[config.mk]
export PLATFORM = sky130hd
export DESIGN_NAME = uart_crc_frame_rx_flat
export DESIGN_NICKNAME = d
export VERILOG_FILES = /design/src/rtl/uart_crc_pkg.sv /design/src/rtl/uart_crc_frame_rx_if.sv /design/src/rtl/uart_frame_buf.sv /design/src/rtl/uart_crc_frame_rx.sv /design/src/flat_wrapper.sv
export SDC_FILE = /design/constraint.sdc
export NUM_CORES = 1
export LEC_CHECK = 0
export ABC_CLOCK_PERIOD_IN_PS = 6600
export CORE_UTILIZATION = 55
export CTS_BUF_LIST = sky130_fd_sc_hd__clkbuf_4
export DETAILED_ROUTE_END_ITERATION = 8
export HOLD_SLACK_MARGIN = 0.15
export PLACE_DENSITY = 0.74
export SETUP_SLACK_MARGIN = 0.2
export SYNTH_ARGS = -nofsm -noshare
export SYNTH_HDL_FRONTEND = slang
export SYNTH_SLANG_ARGS = --single-unit
[constraint.sdc]
create_clock -name clk -period 6.6 [get_ports clk]
set_input_delay 1.32 -clock clk [delete_from_list [all_inputs] [get_ports clk]]
set_output_delay 1.32 -clock clk [all_outputs]
set_load 0.01 [all_outputs]
[src/rtl/uart_crc_pkg.sv]
// Shared types and the CRC-8 (poly 0x07, MSB-first) byte update for the frame receiver.
package uart_crc_pkg;

  localparam logic [7:0] CRC8_POLY = 8'h07;

  typedef enum logic [1:0] {
    ST_IDLE    = 2'd0,
    ST_PAYLOAD = 2'd1,
    ST_CHECK   = 2'd2,
    ST_DRAIN   = 2'd3
  } state_e;

  typedef enum logic [1:0] {
    ERR_NONE    = 2'd0,
    ERR_CRC     = 2'd1,
    ERR_LEN     = 2'd2,
    ERR_TIMEOUT = 2'd3
  } err_code_e;

  function automatic logic [7:0] crc8_update(input logic [7:0] crc, input logic [7:0] data);
    logic [7:0] c;
    c = crc ^ data;
    for (int i = 0; i < 8; i++) begin
      c = c[7] ? ({c[6:0], 1'b0} ^ CRC8_POLY) : {c[6:0], 1'b0};
    end
    return c;
  endfunction

endpackage

[src/rtl/uart_crc_frame_rx_if.sv]
// Byte-stream input, payload output stream and status bundle of the CRC frame receiver.
interface uart_crc_frame_rx_if;
  logic        rx_valid_i;
  logic [7:0]  rx_data_i;
  logic        out_valid_o;
  logic [7:0]  out_data_o;
  logic        out_last_o;
  logic        out_ready_i;
  logic        frame_ok_o;
  logic        frame_err_o;
  logic [1:0]  err_code_o;
  logic [15:0] err_cnt_o;
  logic        err_clr_i;

  modport master (
    output rx_valid_i, rx_data_i, out_ready_i, err_clr_i,
    input  out_valid_o, out_data_o, out_last_o, frame_ok_o, frame_err_o, err_code_o, err_cnt_o
  );

  modport slave (
    input  rx_valid_i, rx_data_i, out_ready_i, err_clr_i,
    output out_valid_o, out_data_o, out_last_o, frame_ok_o, frame_err_o, err_code_o, err_cnt_o
  );
endinterface

[src/rtl/uart_frame_buf.sv]
// Payload buffer: DEPTH x 8 simple dual-port RAM, one write port, one registered read port.
module uart_frame_buf #(
  parameter int DEPTH = 16,
  parameter int AW    = 4
) (
  input  logic          i_clk,
  input  logic          i_rst_n,
  input  logic          i_wr_en,
  input  logic [AW-1:0] i_wr_addr,
  input  logic [7:0]    i_wr_data,
  input  logic          i_rd_en,
  input  logic [AW-1:0] i_rd_addr,
  output logic [7:0]    o_rd_data
);
  logic [7:0] r_mem [DEPTH];

  // Storage array write port
  always_ff @(posedge i_clk) begin
    if (i_wr_en) begin
      r_mem[i_wr_addr] <= i_wr_data;
    end
  end

  // Registered read port; holds its value when not enabled so a stalled byte stays stable
  always_ff @(posedge i_clk or negedge i_rst_n) begin
    if (!i_rst_n) begin
      o_rd_data <= 8'h00;
    end else if (i_rd_en) begin
      o_rd_data <= r_mem[i_rd_addr];
    end
  end
endmodule

[src/rtl/uart_crc_frame_rx.sv]
// Deframes LEN/payload/CRC-8 frames from a UART byte stream and releases the payload only on a CRC match.
module uart_crc_frame_rx
  import uart_crc_pkg::*;
#(
  parameter int         MAX_LEN     = 16,
  parameter int         TIMEOUT_CYC = 200000,
  parameter logic [7:0] CRC_INIT    = 8'h00
) (
  input  logic               clk,
  input  logic               rst_i,
  uart_crc_frame_rx_if.slave bus
);
  localparam int PTR_W = (MAX_LEN > 1) ? $clog2(MAX_LEN) : 1;
  localparam int TMR_W = $clog2(TIMEOUT_CYC + 1);

  state_e           r_state;
  state_e           w_state_nxt;
  err_code_e        r_err_code;
  err_code_e        w_err_code;
  logic [PTR_W-1:0] r_wr_ptr;
  logic [PTR_W-1:0] r_rd_ptr;
  logic [PTR_W-1:0] r_last_idx;
  logic [7:0]       r_crc;
  logic [TMR_W-1:0] r_timer;
  logic [15:0]      r_err_cnt;
  logic             r_rd_done;
  logic             r_out_valid;
  logic             r_out_last;
  logic             r_frame_ok;
  logic             r_frame_err;
  logic             w_in_frame;
  logic             w_len_bad;
  logic             w_timeout;
  logic             w_fire;
  logic             w_wr_en;
  logic             w_rd_en;
  logic             w_ok;
  logic             w_err;
  logic [7:0]       w_rd_data;

  assign w_in_frame = (r_state == ST_PAYLOAD) || (r_state == ST_CHECK);
  assign w_len_bad  = (bus.rx_data_i == 8'd0) || (bus.rx_data_i > 8'(MAX_LEN));
  assign w_timeout  = w_in_frame && !bus.rx_valid_i && (r_timer == TMR_W'(TIMEOUT_CYC - 1));
  assign w_fire     = r_out_valid && bus.out_ready_i;
  assign w_wr_en    = (r_state == ST_PAYLOAD) && bus.rx_valid_i;
  // A new read is issued when the output slot is empty or being emptied this cycle.
  assign w_rd_en    = (r_state == ST_DRAIN) && !r_rd_done && (!r_out_valid || w_fire);

  // State register
  always_ff @(posedge clk or negedge rst_i) begin
    if (!rst_i) begin
      r_state <= ST_IDLE;
    end else begin
      r_state <= w_state_nxt;
    end
  end

  // Next-state and per-cycle frame verdict
  always_comb begin
    w_state_nxt = r_state;
    w_ok        = 1'b0;
    w_err       = 1'b0;
    w_err_code  = ERR_NONE;
    case (r_state)
      ST_IDLE: begin
        if (bus.rx_valid_i && w_len_bad) begin
          w_err      = 1'b1;
          w_err_code = ERR_LEN;
        end else if (bus.rx_valid_i) begin
          w_state_nxt = ST_PAYLOAD;
        end else begin
          w_state_nxt = ST_IDLE;
        end
      end
      ST_PAYLOAD: begin
        if (w_timeout) begin
          w_err       = 1'b1;
          w_err_code  = ERR_TIMEOUT;
          w_state_nxt = ST_IDLE;
        end else if (w_wr_en && (r_wr_ptr == r_last_idx)) begin
          w_state_nxt = ST_CHECK;
        end else begin
          w_state_nxt = ST_PAYLOAD;
        end
      end
      ST_CHECK: begin
        if (w_timeout) begin
          w_err       = 1'b1;
          w_err_code  = ERR_TIMEOUT;
          w_state_nxt = ST_IDLE;
        end else if (bus.rx_valid_i && (bus.rx_data_i == r_crc)) begin
          w_ok        = 1'b1;
          w_state_nxt = ST_DRAIN;
        end else if (bus.rx_valid_i) begin
          w_err       = 1'b1;
          w_err_code  = ERR_CRC;
          w_state_nxt = ST_IDLE;
        end else begin
          w_state_nxt = ST_CHECK;
        end
      end
      ST_DRAIN: begin
        if (bus.rx_valid_i) begin
          w_err      = 1'b1;
          w_err_code = ERR_TIMEOUT;
        end else begin
          w_err      = 1'b0;
        end
        if (w_fire && r_out_last) begin
          w_state_nxt = ST_IDLE;
        end else begin
          w_state_nxt = ST_DRAIN;
        end
      end
      default: begin
        w_state_nxt = ST_IDLE;
      end
    endcase
  end

  // Frame capture: length, write pointer, running CRC and inter-byte timer
  always_ff @(posedge clk or negedge rst_i) begin
    if (!rst_i) begin
      r_last_idx <= '0;
      r_wr_ptr   <= '0;
      r_crc      <= CRC_INIT;
      r_timer    <= '0;
    end else begin
      if ((r_state == ST_IDLE) && bus.rx_valid_i) begin
        r_last_idx <= PTR_W'(bus.rx_data_i - 8'd1);
        r_wr_ptr   <= '0;
        r_crc      <= CRC_INIT;
      end else if (w_wr_en) begin
        r_wr_ptr   <= r_wr_ptr + PTR_W'(1'b1);
        r_crc      <= crc8_update(r_crc, bus.rx_data_i);
      end
      if (bus.rx_valid_i || !w_in_frame || w_timeout) begin
        r_timer <= '0;
      end else begin
        r_timer <= r_timer + TMR_W'(1'b1);
      end
    end
  end

  // Drain read side and output stream flags
  always_ff @(posedge clk or negedge rst_i) begin
    if (!rst_i) begin
      r_rd_ptr    <= '0;
      r_rd_done   <= 1'b0;
      r_out_valid <= 1'b0;
      r_out_last  <= 1'b0;
    end else begin
      if (w_ok) begin
        r_rd_ptr  <= '0;
        r_rd_done <= 1'b0;
      end else if (w_rd_en) begin
        r_rd_done <= (r_rd_ptr == r_last_idx);
        r_rd_ptr  <= (r_rd_ptr == r_last_idx) ? r_rd_ptr : (r_rd_ptr + PTR_W'(1'b1));
      end
      if (w_rd_en) begin
        r_out_valid <= 1'b1;
        r_out_last  <= (r_rd_ptr == r_last_idx);
      end else if (w_fire) begin
        r_out_valid <= 1'b0;
        r_out_last  <= 1'b0;
      end
    end
  end

  // Status pulses, sticky error code and saturating error counter (clear wins)
  always_ff @(posedge clk or negedge rst_i) begin
    if (!rst_i) begin
      r_frame_ok  <= 1'b0;
      r_frame_err <= 1'b0;
      r_err_code  <= ERR_NONE;
      r_err_cnt   <= 16'h0000;
    end else begin
      r_frame_ok  <= w_ok;
      r_frame_err <= w_err;
      if (bus.err_clr_i) begin
        r_err_code <= ERR_NONE;
        r_err_cnt  <= 16'h0000;
      end else if (w_err) begin
        r_err_code <= w_err_code;
        r_err_cnt  <= (r_err_cnt == 16'hFFFF) ? r_err_cnt : (r_err_cnt + 16'd1);
      end
    end
  end

  uart_frame_buf #(
    .DEPTH (MAX_LEN),
    .AW    (PTR_W)
  ) u_buf (
    .i_clk     (clk),
    .i_rst_n   (rst_i),
    .i_wr_en   (w_wr_en),
    .i_wr_addr (r_wr_ptr),
    .i_wr_data (bus.rx_data_i),
    .i_rd_en   (w_rd_en),
    .i_rd_addr (r_rd_ptr),
    .o_rd_data (w_rd_data)
  );

  assign bus.out_valid_o = r_out_valid;
  assign bus.out_data_o  = w_rd_data;
  assign bus.out_last_o  = r_out_last;
  assign bus.frame_ok_o  = r_frame_ok;
  assign bus.frame_err_o = r_frame_err;
  assign bus.err_code_o  = r_err_code;
  assign bus.err_cnt_o   = r_err_cnt;
endmodule

[src/flat_wrapper.sv]
// flat-port wrapper written by rule: the top's interface ports become plain ports
module uart_crc_frame_rx_flat import uart_crc_pkg::*;
#(
  parameter int         MAX_LEN     = 16,
  parameter int         TIMEOUT_CYC = 200000,
  parameter logic [7:0] CRC_INIT    = 8'h00
)
  (clk, rst_i, bus_rx_valid_i, bus_rx_data_i, bus_out_ready_i, bus_err_clr_i, bus_out_valid_o, bus_out_data_o, bus_out_last_o, bus_frame_ok_o, bus_frame_err_o, bus_err_code_o, bus_err_cnt_o);
  uart_crc_frame_rx_if bus_i ();
  input  logic clk;
  input  logic rst_i;
  input wire logic [$bits(bus_i.rx_valid_i)-1:0] bus_rx_valid_i;
  input wire logic [$bits(bus_i.rx_data_i)-1:0] bus_rx_data_i;
  input wire logic [$bits(bus_i.out_ready_i)-1:0] bus_out_ready_i;
  input wire logic [$bits(bus_i.err_clr_i)-1:0] bus_err_clr_i;
  output wire logic [$bits(bus_i.out_valid_o)-1:0] bus_out_valid_o;
  output wire logic [$bits(bus_i.out_data_o)-1:0] bus_out_data_o;
  output wire logic [$bits(bus_i.out_last_o)-1:0] bus_out_last_o;
  output wire logic [$bits(bus_i.frame_ok_o)-1:0] bus_frame_ok_o;
  output wire logic [$bits(bus_i.frame_err_o)-1:0] bus_frame_err_o;
  output wire logic [$bits(bus_i.err_code_o)-1:0] bus_err_code_o;
  output wire logic [$bits(bus_i.err_cnt_o)-1:0] bus_err_cnt_o;
  assign bus_i.rx_valid_i = bus_rx_valid_i;
  assign bus_i.rx_data_i = bus_rx_data_i;
  assign bus_i.out_ready_i = bus_out_ready_i;
  assign bus_i.err_clr_i = bus_err_clr_i;
  assign bus_out_valid_o = bus_i.out_valid_o;
  assign bus_out_data_o = bus_i.out_data_o;
  assign bus_out_last_o = bus_i.out_last_o;
  assign bus_frame_ok_o = bus_i.frame_ok_o;
  assign bus_frame_err_o = bus_i.frame_err_o;
  assign bus_err_code_o = bus_i.err_code_o;
  assign bus_err_cnt_o = bus_i.err_cnt_o;
  uart_crc_frame_rx #(.MAX_LEN(MAX_LEN), .TIMEOUT_CYC(TIMEOUT_CYC), .CRC_INIT(CRC_INIT)) u_core (.clk(clk), .rst_i(rst_i), .bus(bus_i));
endmodule
==> impl_metrics.json, run 1 <==
{
  "start_util_pct": 56.57,
  "cp.arrival_ns": 4.36,
  "viasPerCell": 6.109,
  "crit_path_start": "bus_rx_data_i[3]",
  "drc": 0,
  "fmax_mhz": 257.5,
  "finalSetupViolations": 0,
  "hold_viol": 0,
  "firstDrtPassIters": 5,
  "post_dp_cell_area_um2": 9623,
  "synth_top_cell_by_area": "edfxtp_1",
  "syn-num-nets": 638,
  "power_mw": 3.324,
  "synthCells": 609,
  "hold_class": "reg -> reg",
  "synthArstFlopShare_pct": 35.68,
  "ys_types": 63,
  "io_buffers": 42,
  "dieWidth_um": 130.1,
  "fin_skew_ns": 0.03018,
  "area_growth_pct": 9.822,
  "fillers": 1196,
  "gp_congestion": 0.9019,
  "relSlewSlack_pct": 22.46,
  "grt_usage_pct": 24.34,
  "grt_max_degree": 72,
  "post-place-ws_ns": 2.148,
  "hold_buffers": 0,
  "ant_nets": 0,
  "num_rows": 46,
  "post-cts-setup-buffers": 0,
  "grt_overflow_total": 0,
  "clock-sinks": 199,
  "grt_pass1_wl_um": 29590,
  "wl_per_cell_um": 21.64,
  "r2r_slack_ns": 3.83,
  "path_clk_slew_ns": 0.16,
  "maxSlewViolCount": 0,
  "wl_um": 19020,
  "finalNonFillerCells": 879,
  "dieHeight_um": 130.1,
  "ys.flop_type": "edfxtp_1",
  "post_cts_resized": 0,
  "whs_ns": 0.4997,
  "cp_max_fo": 19,
  "layout-drive-gt1-share_pct": 15.41,
  "rsz0062_at_grt": "false",
  "cts_tree": "done",
  "htreeDepth": 4,
  "cp.required_ns": 7.07,
  "antenna_found_initial": 1,
  "cts_root_buf": "clkbuf_4",
  "ys_seq_area_share_pct": 62.32,
  "ys_ff_latch": 199,
  "r2r_start": "u_core.bus.err_cnt_o[1]",
  "synth_edf_count": 128,
  "p_leak_nw": 3.573,
  "synth_area_leaders": "edfxtp_1 43%, dfrtp_1 20%, mux4_2 10%",
  "core-area_um2": 15940,
  "worst_setup_path_start_kind": "primary input",
  "finalInstanceArea_um2": 9905,
  "cts_buffers": 17,
  "criticalPathCategory": "in -> reg",
  "synth_top_area_share_pct": 42.62,
  "grt_pass1_vias": 5357,
  "p_per_area_nw_per_um2": 335.6,
  "tns_ns": 0,
  "syn_area_um2": 9019,
  "clock_latency_ns": 0.59,
  "synth.avg_cell_area_um2": 14.81,
  "cts_max_path_buffers": 2,
  "io_pins": 43,
  "fin_util_pct": 62.13,
  "fin_nets": 678,
  "first_iter_violations": 542,
  "end_kind": "flop",
  "post-route-period-util_pct": 58.85,
  "maxCapViolCount": 0,
  "dp_cells": 846,
  "die_area_um2": 16910,
  "layout_setup_ws_ns": 2.716,
  "routed-via-count": 5370,
  "synth_warnings": 0,
  "dp_hpwl_um": 12260,
  "min-delay-start": "u_core.r_timer[0]",
  "fin_crit_ns": 3.884,
  "worstMarginPinSlew_ns": 1.153,
  "outcome": "completed",
  "peakVddDrop_v": 0.0002769
}
==> synth_stat cells (all sizes together) (16+ instances only) <==
cell / instances
a21oi: 20
dfrtp: 71
edfxtp: 128
ha: 16
mux4: 40
nand2: 30
nand3: 16
nor2: 38
o21ai: 18
xnor2: 23
xor2: 29
==> flip-flops by register name, indices dropped and copies added (netlist names), 4 cells and up <==
signal,cells
u_core.u_buf.r_mem,128
u_core.r_timer,18
u_core.bus.err_cnt_o,16
u_core.r_crc,8
u_core.u_buf.o_rd_data,8
u_core.r_last_idx,4
u_core.r_rd_ptr,4
u_core.r_wr_ptr,4
==> final cells by class <==
cell class                 instances  area, µm²  share of cell area, %
multi-input combinational        370       3227                  32.58
antenna                            1      2.502                0.02527
clock inverter                    14      143.9                  1.453
tap                              216      270.3                  2.729
sequential                       199       5622                  56.76
timing repair buffer              46      447.9                  4.522
clock buffer                      18      135.1                  1.364
inverter                          15      56.30                 0.5685
==> worst max-delay path: stages <==
cell	delay, ns
clkdlybuf4s50_1	0.76
xnor2_1	0.51
ha_1	0.22
nand3_1	0.15
o41ai_2	0.40
o22ai_4	0.18
nor2_2	0.25
inv_1	0.16
and3_1	0.18
a211oi_1	0.21
==> placed cells by master (no fill, tap or decap), types with 3 or more instances in the layout <==
| cell type | count |
|---|---|
| mux2i_1 | 6 |
| nand3_1 | 16 |
| dfrtp_1 | 70 |
| inv_1 | 15 |
| mux2_2 | 11 |
| o2bb2ai_1 | 9 |
| buf_4 | 5 |
| edfxtp_1 | 128 |
| nor3_1 | 11 |
| clkinv_4 | 3 |
| clkdlybuf4s50_1 | 41 |
| ha_1 | 16 |
| a21oi_1 | 20 |
| nand4_1 | 9 |
| nor4_1 | 3 |
| nand2_1 | 30 |
| and3_1 | 14 |
| o31ai_1 | 3 |
| or4_1 | 4 |
| xnor2_1 | 23 |
| nor2_1 | 37 |
| nor2b_1 | 9 |
| clkbuf_4 | 18 |
| and2_1 | 15 |
| xor2_1 | 28 |
| o22ai_1 | 3 |
| mux4_2 | 40 |
| o21ai_0 | 17 |
| inv_6 | 3 |
==> routing by layer <==
metal  GRT usage, %  vias to the layer above  share of wire [%]
met3          5.494                       22                6.3
met1          34.76                     2760                 43
met5              0                        -                  0
met2          36.86                      188                 49
met4          9.029                        0                1.4
li1               -                     2400                  -
==> cell families after synthesis <==
| group | after synthesis | share of synthesized area, % |
|---|---|---|
| XOR/XNOR | 54 | 5.633 |
| flip-flops | 199 | 62.32 |
| AO/OA/AOI/OAI | 74 | 5.549 |
| multiplexers | 58 | 12.19 |
| buffers and inverters | 40 | 1.901 |
| AND/OR/NAND/NOR | 168 | 10.18 |
| adder cells (fa/ha/maj) | 16 | 2.220 |
==> worst paths after layout <==
path	cells past startpoint	endpoint
worst max-delay path	10	u_core.bus.err_cnt_o[14]
worst min-delay path	1	u_core.r_timer[0]
worst max register to register	7	u_core.bus.err_cnt_o[8]
worst min register to register	1	u_core.r_timer[0]
max in group asynchronous	1	u_core.r_rd_ptr[0]
min in group asynchronous	1	u_core.u_buf.o_rd_data[2]
==> where the power goes <==
| part | internal [mW] | total, mW | switching (mW) |
|---|---|---|---|
| clock network | 0.202 | 0.626 | 0.424 |
| logic | 0.567 | 1.12 | 0.555 |
| registers | 1.45 | 1.58 | 0.126 |
| total | 2.22 | 3.32 | 1.11 |
No activity file was read; power rests on OpenSTA's default activity.
==> run 2: changes to the inputs <==
--- a/config.mk
+++ b/config.mk
@@ -5,12 +5,12 @@
 export SDC_FILE = /design/constraint.sdc
 export NUM_CORES = 1
 export LEC_CHECK = 0
-export ABC_CLOCK_PERIOD_IN_PS = 6600
+export ABC_CLOCK_PERIOD_IN_PS = 3220
 export CORE_UTILIZATION = 55
 export CTS_BUF_LIST = sky130_fd_sc_hd__clkbuf_4
 export DETAILED_ROUTE_END_ITERATION = 8
 export HOLD_SLACK_MARGIN = 0.15
-export PLACE_DENSITY = 0.74
+export PLACE_DENSITY = 0.77
 export SETUP_SLACK_MARGIN = 0.2
 export SYNTH_ARGS = -nofsm -noshare
 export SYNTH_HDL_FRONTEND = slang
==> constraint.sdc (replaced) <==
create_clock -name clk -period 3.22 [get_ports clk]
set_input_delay 0.644 -clock clk [delete_from_list [all_inputs] [get_ports clk]]
set_output_delay 0.644 -clock clk [all_outputs]
set_load 0.01 [all_outputs]
==> impl_metrics.json, run 2 (synthesis results as in run 1) <==
{
  "outcome": "completed",
  "hold_buffers": 1,
  "cts_buffers": 17,
  "core-area_um2": 15940,
  "fin_nets": 709,
  "fin_crit_ns": 2.772,
  "finalNonFillerCells": 911,
  "end_kind": "flop",
  "io_pins": 43,
  "htreeDepth": 4,
  "gp_congestion": 0.8740,
  "fin_skew_ns": 0.01905,
  "maxSlewViolCount": 0,
  "grt_pass1_wl_um": 31060,
  "cp.required_ns": 3.73,
  "drc": 0,
  "post_dp_cell_area_um2": 9861,
  "grt_usage_pct": 25.48,
  "ant_nets": 0,
  "clock_latency_ns": 0.59,
  "layout_common_cells": "128 x edfxtp_1, 70 x dfrtp_1, 41 x clkdlybuf4s50_1",
  "num_rows": 46,
  "clock-sinks": 199,
  "fillers": 1152,
  "peakVddDrop_v": 0.0005403,
  "rsz0062_at_grt": "false",
  "relSlewSlack_pct": 55.71,
  "cts_tree": "done",
  "first_iter_violations": 601,
  "fmax_mhz": 360.7,
  "post-route-period-util_pct": 86.09,
  "maxCapViolCount": 0,
  "cp_max_fo": 7,
  "dp_hpwl_um": 13250,
  "dieWidth_um": 130.1,
  "grt_max_degree": 45,
  "p_leak_nw": 3.758,
  "io_buffers": 42,
  "post-cts-setup-buffers": 0,
  "top_register": "u_core.u_buf.r_mem",
  "tns_ns": 0,
  "p_per_area_nw_per_um2": 688.9,
  "antenna_found_initial": 1,
  "largest_register_ffs": 128,
  "area_growth_pct": 12.93,
  "path_clk_slew_ns": 0.16,
  "grt_pass1_vias": 5683,
  "worstMarginPinSlew_ns": 0.6643,
  "grt_overflow_total": 0,
  "final_common_cell": "edfxtp_1",
  "hold_viol": 0,
  "worst_setup_path_start_kind": "primary input",
  "firstDrtPassIters": 5,
  "criticalPathCategory": "in -> reg",
  "routed-via-count": 5545,
  "finalInstanceArea_um2": 10180,
  "start_util_pct": 56.57,
  "hold_class": "reg -> reg",
  "post_cts_resized": 0,
  "layout-drive-gt1-share_pct": 19.34,
  "cts_max_path_buffers": 2,
  "cp.arrival_ns": 3.29,
  "dp_cells": 876,
  "dieHeight_um": 130.1,
  "finalSetupViolations": 0,
  "wl_per_cell_um": 21.59,
  "cts_root_buf": "clkbuf_4",
  "viasPerCell": 6.087,
  "wl_um": 19670,
  "die_area_um2": 16910
}
run 2: final cells by class:
| cell class | instances | area, µm² | share of cell area, % |
|---|---|---|---|
| diodes | 2 | 5.005 | 0.04914 |
| repair buffers | 77 | 695.7 | 6.830 |
| multi-input cells | 370 | 3227 | 31.68 |
| clock buffers | 19 | 142.6 | 1.400 |
| clock inverters | 13 | 166.4 | 1.634 |
| flip-flops and latches | 199 | 5622 | 55.20 |
| well taps | 216 | 270.3 | 2.654 |
| inverters | 15 | 56.30 | 0.5528 |
run 2: critical path, stage by stage:
cell	delay (ns)
clkdlybuf4s50_1	0.50
xnor2_1	0.29
ha_1	0.19
nand3_1	0.17
o41ai_2	0.47
o22ai_4	0.18
nor2_2	0.25
inv_1	0.18
and3_1	0.19
a211oi_1	0.20
run 2: metrics by stage:
stage / hold WS (ns) / utilization [%] / power [mW] / setup slack [ns]
2_1_floorplan: 0.3484 / - / 4.916 / 0.6745
3_3_place_gp: 0.4677 / 61.85 / 5.587 / 0.04596
3_5_place_dp: 0.4930 / 61.85 / 5.686 / -0.08626
4_1_cts: 0.5143 / 63.85 / 7.059 / 0.4968
5_1_grt: 0.5472 / 63.88 / 7.406 / 0.3496
6_report: 0.5086 / 63.88 / 7.016 / 0.4479
run 2: path summary, 6_finish.rpt:
| check | slack (ns) | startpoint | endpoint | cells past startpoint |
|---|---|---|---|---|
| max in group asynchronous | 1.79 | rst_i | u_core.bus.err_code_o[0] | 3 |
| min in group asynchronous | 0.59 | rst_i | u_core.u_buf.o_rd_data[7] | 2 |
| worst min register to register | 0.51 | u_core.r_timer[0] | u_core.r_timer[0] | 1 |
| worst max-delay path | 0.45 | bus_rx_data_i[2] | u_core.bus.err_cnt_o[14] | 10 |
| worst max register to register | 0.58 | u_core.r_crc[2] | u_core.bus.err_cnt_o[14] | 9 |
| worst min-delay path | 0.51 | u_core.r_timer[0] | u_core.r_timer[0] | 1 |
run 2: power by group:
group | switching (mW) | internal (mW)
combinational | 1.18 | 1.24
clock | 0.831 | 0.568
sequential | 0.231 | 2.97
run 2: layer usage:
layer	track usage [%]	vias to the layer above	wire, µm
met2	43.84	233	10340
li1	-	2458	-
met4	8.687	0	391
met5	0	-	0
met3	5.166	37	1231
met1	32.34	2817	7708
==> run 3: changes to the inputs <==
--- a/config.mk
+++ b/config.mk
@@ -6,6 +6,7 @@
 export NUM_CORES = 1
 export LEC_CHECK = 0
 export ABC_CLOCK_PERIOD_IN_PS = 3220
+export CORE_ASPECT_RATIO = 0.6
 export CORE_UTILIZATION = 55
 export CTS_BUF_LIST = sky130_fd_sc_hd__clkbuf_4
 export DETAILED_ROUTE_END_ITERATION = 8
==> impl_metrics.json, run 3 (synthesis results as in run 1) <==
{
  "crit_family": "buffers and inverters",
  "p_per_area_nw_per_um2": 690.2,
  "cts_root_buf": "clkbuf_4",
  "grt_pass1_wl_um": 29730,
  "cts_tree": "done",
  "r2r_end": "u_core.bus.err_cnt_o[14]",
  "finalSetupViolations": 0,
  "finalInstanceArea_um2": 10120,
  "path_clk_slew_ns": 0.17,
  "maxCapViolCount": 0,
  "die_area_um2": 16930,
  "cp_max_fo": 7,
  "cp.arrival_ns": 3.24,
  "fillers": 1097,
  "cts_buffers": 17,
  "fin_skew_ns": 0.02694,
  "area_growth_pct": 12.21,
  "r2r_slack_ns": 0.62,
  "dieHeight_um": 101.2,
  "crit_path_start": "bus_rx_data_i[5]",
  "hold_class": "in -> async",
  "routed-via-count": 5436,
  "num_rows": 35,
  "ant_nets": 0,
  "register_area_um2": 5622,
  "start_util_pct": 57.53,
  "gp_congestion": 0.8771,
  "viasPerCell": 6.087,
  "peakVddDrop_v": 0.0003709,
  "io_pins": 43,
  "io_buffers": 42,
  "end_kind": "flop",
  "crit_chain": "clkdlybuf4s50_1 > xnor2_1 > ha_1 > nand3_1 > o41ai_2 > buf_4 > o22ai_4 > nor2_2 > inv_1 > and3_1 > a211oi_1",
  "worstSetupPathDepth": 11,
  "worstMarginPinSlew_ns": 0.9476,
  "clock_latency_ns": 0.56,
  "critPathBufInv": 3,
  "antenna_found_initial": 0,
  "post-route-period-util_pct": 85.63,
  "fin_crit_ns": 2.757,
  "rsz0062_at_grt": "false",
  "outcome": "completed",
  "fmax_mhz": 362.7,
  "antenna_cells": 0,
  "top_register": "u_core.u_buf.r_mem",
  "first_iter_violations": 716,
  "fin_util_pct": 64.55,
  "worst_setup_path_start_kind": "primary input",
  "p_leak_nw": 3.719,
  "wl_per_cell_um": 21.51,
  "endpoint": "u_core.bus.err_cnt_o[14]",
  "relSlewSlack_pct": 36.83,
  "wl_um": 19210,
  "r2r_start": "u_core.r_crc[5]",
  "fin_nets": 706,
  "final_common_cell": "edfxtp_1",
  "hold_buffers": 0,
  "grt_overflow_total": 0,
  "grt_pass1_vias": 5202,
  "slowest_delay_ns": 0.47,
  "largest_register_ffs": 128,
  "dp_hpwl_um": 13230,
  "layout_common_cells": "128 x edfxtp_1, 70 x dfrtp_1, 41 x clkdlybuf4s50_1",
  "post_dp_cell_area_um2": 9807,
  "dieWidth_um": 167.3,
  "hold_viol": 0,
  "cpMaxStageDelayCell": "clkdlybuf4s50_1",
  "htreeDepth": 4,
  "criticalPathCategory": "in -> reg",
  "multi_input_area_um2": 3227,
  "maxSlewViolCount": 0,
  "grt_max_degree": 72,
  "cp.required_ns": 3.71,
  "cts_max_path_buffers": 2,
  "grt_usage_pct": 23.94,
  "firstDrtPassIters": 5,
  "layout-drive-gt1-share_pct": 19.13,
  "core-area_um2": 15680,
  "drc": 0,
  "r2r_cells": 10,
  "clock-sinks": 199
}
## run 3: layout make-up
class                      count  share of cell area (%)
tap                          203                   2.510
multi-input combinational    370                   31.89
inverter                      15                  0.5564
clock buffer                  20                   1.484
clock inverter                12                   1.385
timing repair buffer          74                   6.627
sequential                   199                   55.55
## run 3: what timing repair did
action	CTS	global route
buffers inserted	0	3
setup endpoints to repair	0	2
gates resized for setup	0	1
endpoints found under the hold margin	0	0
## run 3: metal layers
metal / share of wire, % / GRT usage (%)
met3: 7.9 / 5.588
met2: 44 / 34.42
met4: 0.80 / 5.363
met5: 0 / 0
met1: 47 / 37.31
## run 3: worst min path at each step
stage                                          end  slack, ns  cells after the start
after floorplan            u_core.bus.err_cnt_o[0]       0.35                      0
after global placement           u_core.r_timer[0]       0.47                      1
after detailed placement          u_core.r_rd_done       0.49                      2
after CTS                 u_core.bus.err_cnt_o[13]       0.23                      1
after global routing      u_core.bus.err_cnt_o[12]       0.23                      1
final                     u_core.bus.err_cnt_o[12]       0.19                      1
## run 3: where the power goes
| group | switching (mW) | leakage [nW] | internal (mW) |
|---|---|---|---|
| combinational | 1.19 | 1.47 | 1.24 |
| sequential | 0.250 | 2.10 | 2.97 |
| clock | 0.889 | 0.151 | 0.443 |
## run 3: metrics by stage
step	setup slack [ns]	hold slack [ns]	instances	power, mW	TNS, ns
floorplan	0.6745	0.3484	609	4.916	0
global placement	0.03828	0.4724	858	5.598	0
detailed placement	-0.1288	0.4909	858	5.705	-0.2353
CTS	0.3966	0.2260	890	7.010	0
global route	0.3527	0.2332	893	7.337	0
finish	0.4626	0.1934	893	6.985	0
==> RTL change, RTL diff (config.mk and constraints of run 2) <==
Encoding of `state_e`: now Gray code (2 bits for 4 states).
--- a/src/rtl/uart_crc_pkg.sv
+++ b/src/rtl/uart_crc_pkg.sv
@@ -6,6 +6,6 @@
   typedef enum logic [1:0] {
-    ST_IDLE    = 2'd0,
-    ST_PAYLOAD = 2'd1,
-    ST_CHECK   = 2'd2,
-    ST_DRAIN   = 2'd3
+    ST_IDLE    = 2'b00,
+    ST_PAYLOAD = 2'b01,
+    ST_CHECK   = 2'b11,
+    ST_DRAIN   = 2'b10
   } state_e;
Behaviour: no difference found for any inputs over 4 cycles, from zero or initial values and one cycle with rst_i low; so few cycles prove little.
==> RTL change against run 2 <==
  * Clock power decreased by 4%
  * Worst setup slack gained 0.057 ns
  * Sequential cell count did not move
  * Final area is 4.2% lower
  * Global-route usage down 2.2 points
  * Total power down 4.0%
  * Synthesized area shrank 4.2%
  * Wire length decreased by 12%
  * Critical path type unchanged
  * Critical endpoint is now u_core.bus.err_cnt_o[11]
  * Largest cell class unchanged
  * Highest routed layer unchanged
==> RTL change: results (changes against run 2) <==
[global_route]
globalRouteTotalUtil_pct=23.3  ; -2.2 points
grt.met3_usage_pct=4.52  ; -0.64 points
global_route.usage.met1_pct=30.8  ; -1.5 points
grt_max_degree=72  ; +60%

[logic_synthesis]
synth.area.mux_share_pct=11.7  ; -0.50 points
postSynthAreaPerCell_um2=15.1  ; +2.1%
largest_cells_by_area_after_synthesis=sky130_fd_sc_hd__edfxtp_1 45%, sky130_fd_sc_hd__dfrtp_1 21%, sky130_fd_sc_hd__mux4_2 10%
synthXorXnorAreaFrac_pct=5.27  ; -0.36 points
synth_common_cells=128 x sky130_fd_sc_hd__edfxtp_1, 71 x sky130_fd_sc_hd__dfrtp_1, 40 x sky130_fd_sc_hd__mux4_2, 40 x sky130_fd_sc_hd__nor2_1, 32 x sky130_fd_sc_hd__nand2_1
synthesized_netlist_net_count=595  ; -6.7%

[layout]
nonClockBufferCount=72  ; -6.5%
clock_buffer_cells=18  ; -1
final_antenna_diode_count=1  ; -1
final_layout_size_suffix_gt1_share_pct=18.8  ; -0.57 points
final.fill_count=1084  ; -5.9%

[timing]
max_freq_mhz=368  ; +2.1%
fin_worst_hold_slack_ns=0.174  ; -0.335 ns

[drt]
drt_iter0_markers=382  ; -36%

[outcome]
outcome=complete, no violations

[critical_path]
crit_arrival_ns=3.20  ; -0.09 ns
path_delay_family=buffers and inverters

[power_and_ir_drop]
finalPower_mw=6.74  ; -4.0%
max_vdd_drop_v=0.000356  ; -34%
power.share.switching_pct=32.3  ; +0.39 points

[min_path]
hold_class=input pin to async pin

[placement]
dp_worst_setup_slack_ns=-0.0767  ; +0.00961 ns

RTL change: changes by cell type in the layout (fill, tap and decap cells not counted), sizes merged, moves of 4 or more:
| cell | change |
|---|---|
| mux2 | -5 |
| buf | -4 |
| o2bb2ai | -9 |
| or4 | -4 |
| and3 | -6 |
| xor2 | -8 |
| a311oi | +5 |
| ha | -5 |
| xnor2 | +8 |
| nor2b | -8 |
| and4 | +7 |
| and2 | +7 |
RTL change: worst paths after layout:
path                                   startpoint                       end  cells past startpoint
worst max-delay path             bus_rx_data_i[3]  u_core.bus.err_cnt_o[11]                     13
worst min-delay path                        rst_i  u_core.bus.err_cnt_o[14]                      1
worst max register to register    u_core.r_crc[3]  u_core.bus.err_cnt_o[11]                     12
worst min register to register  u_core.r_timer[0]         u_core.r_timer[0]                      1
max in group asynchronous                   rst_i        u_core.r_rd_ptr[0]                      1
min in group clk                u_core.r_timer[0]         u_core.r_timer[0]                      1
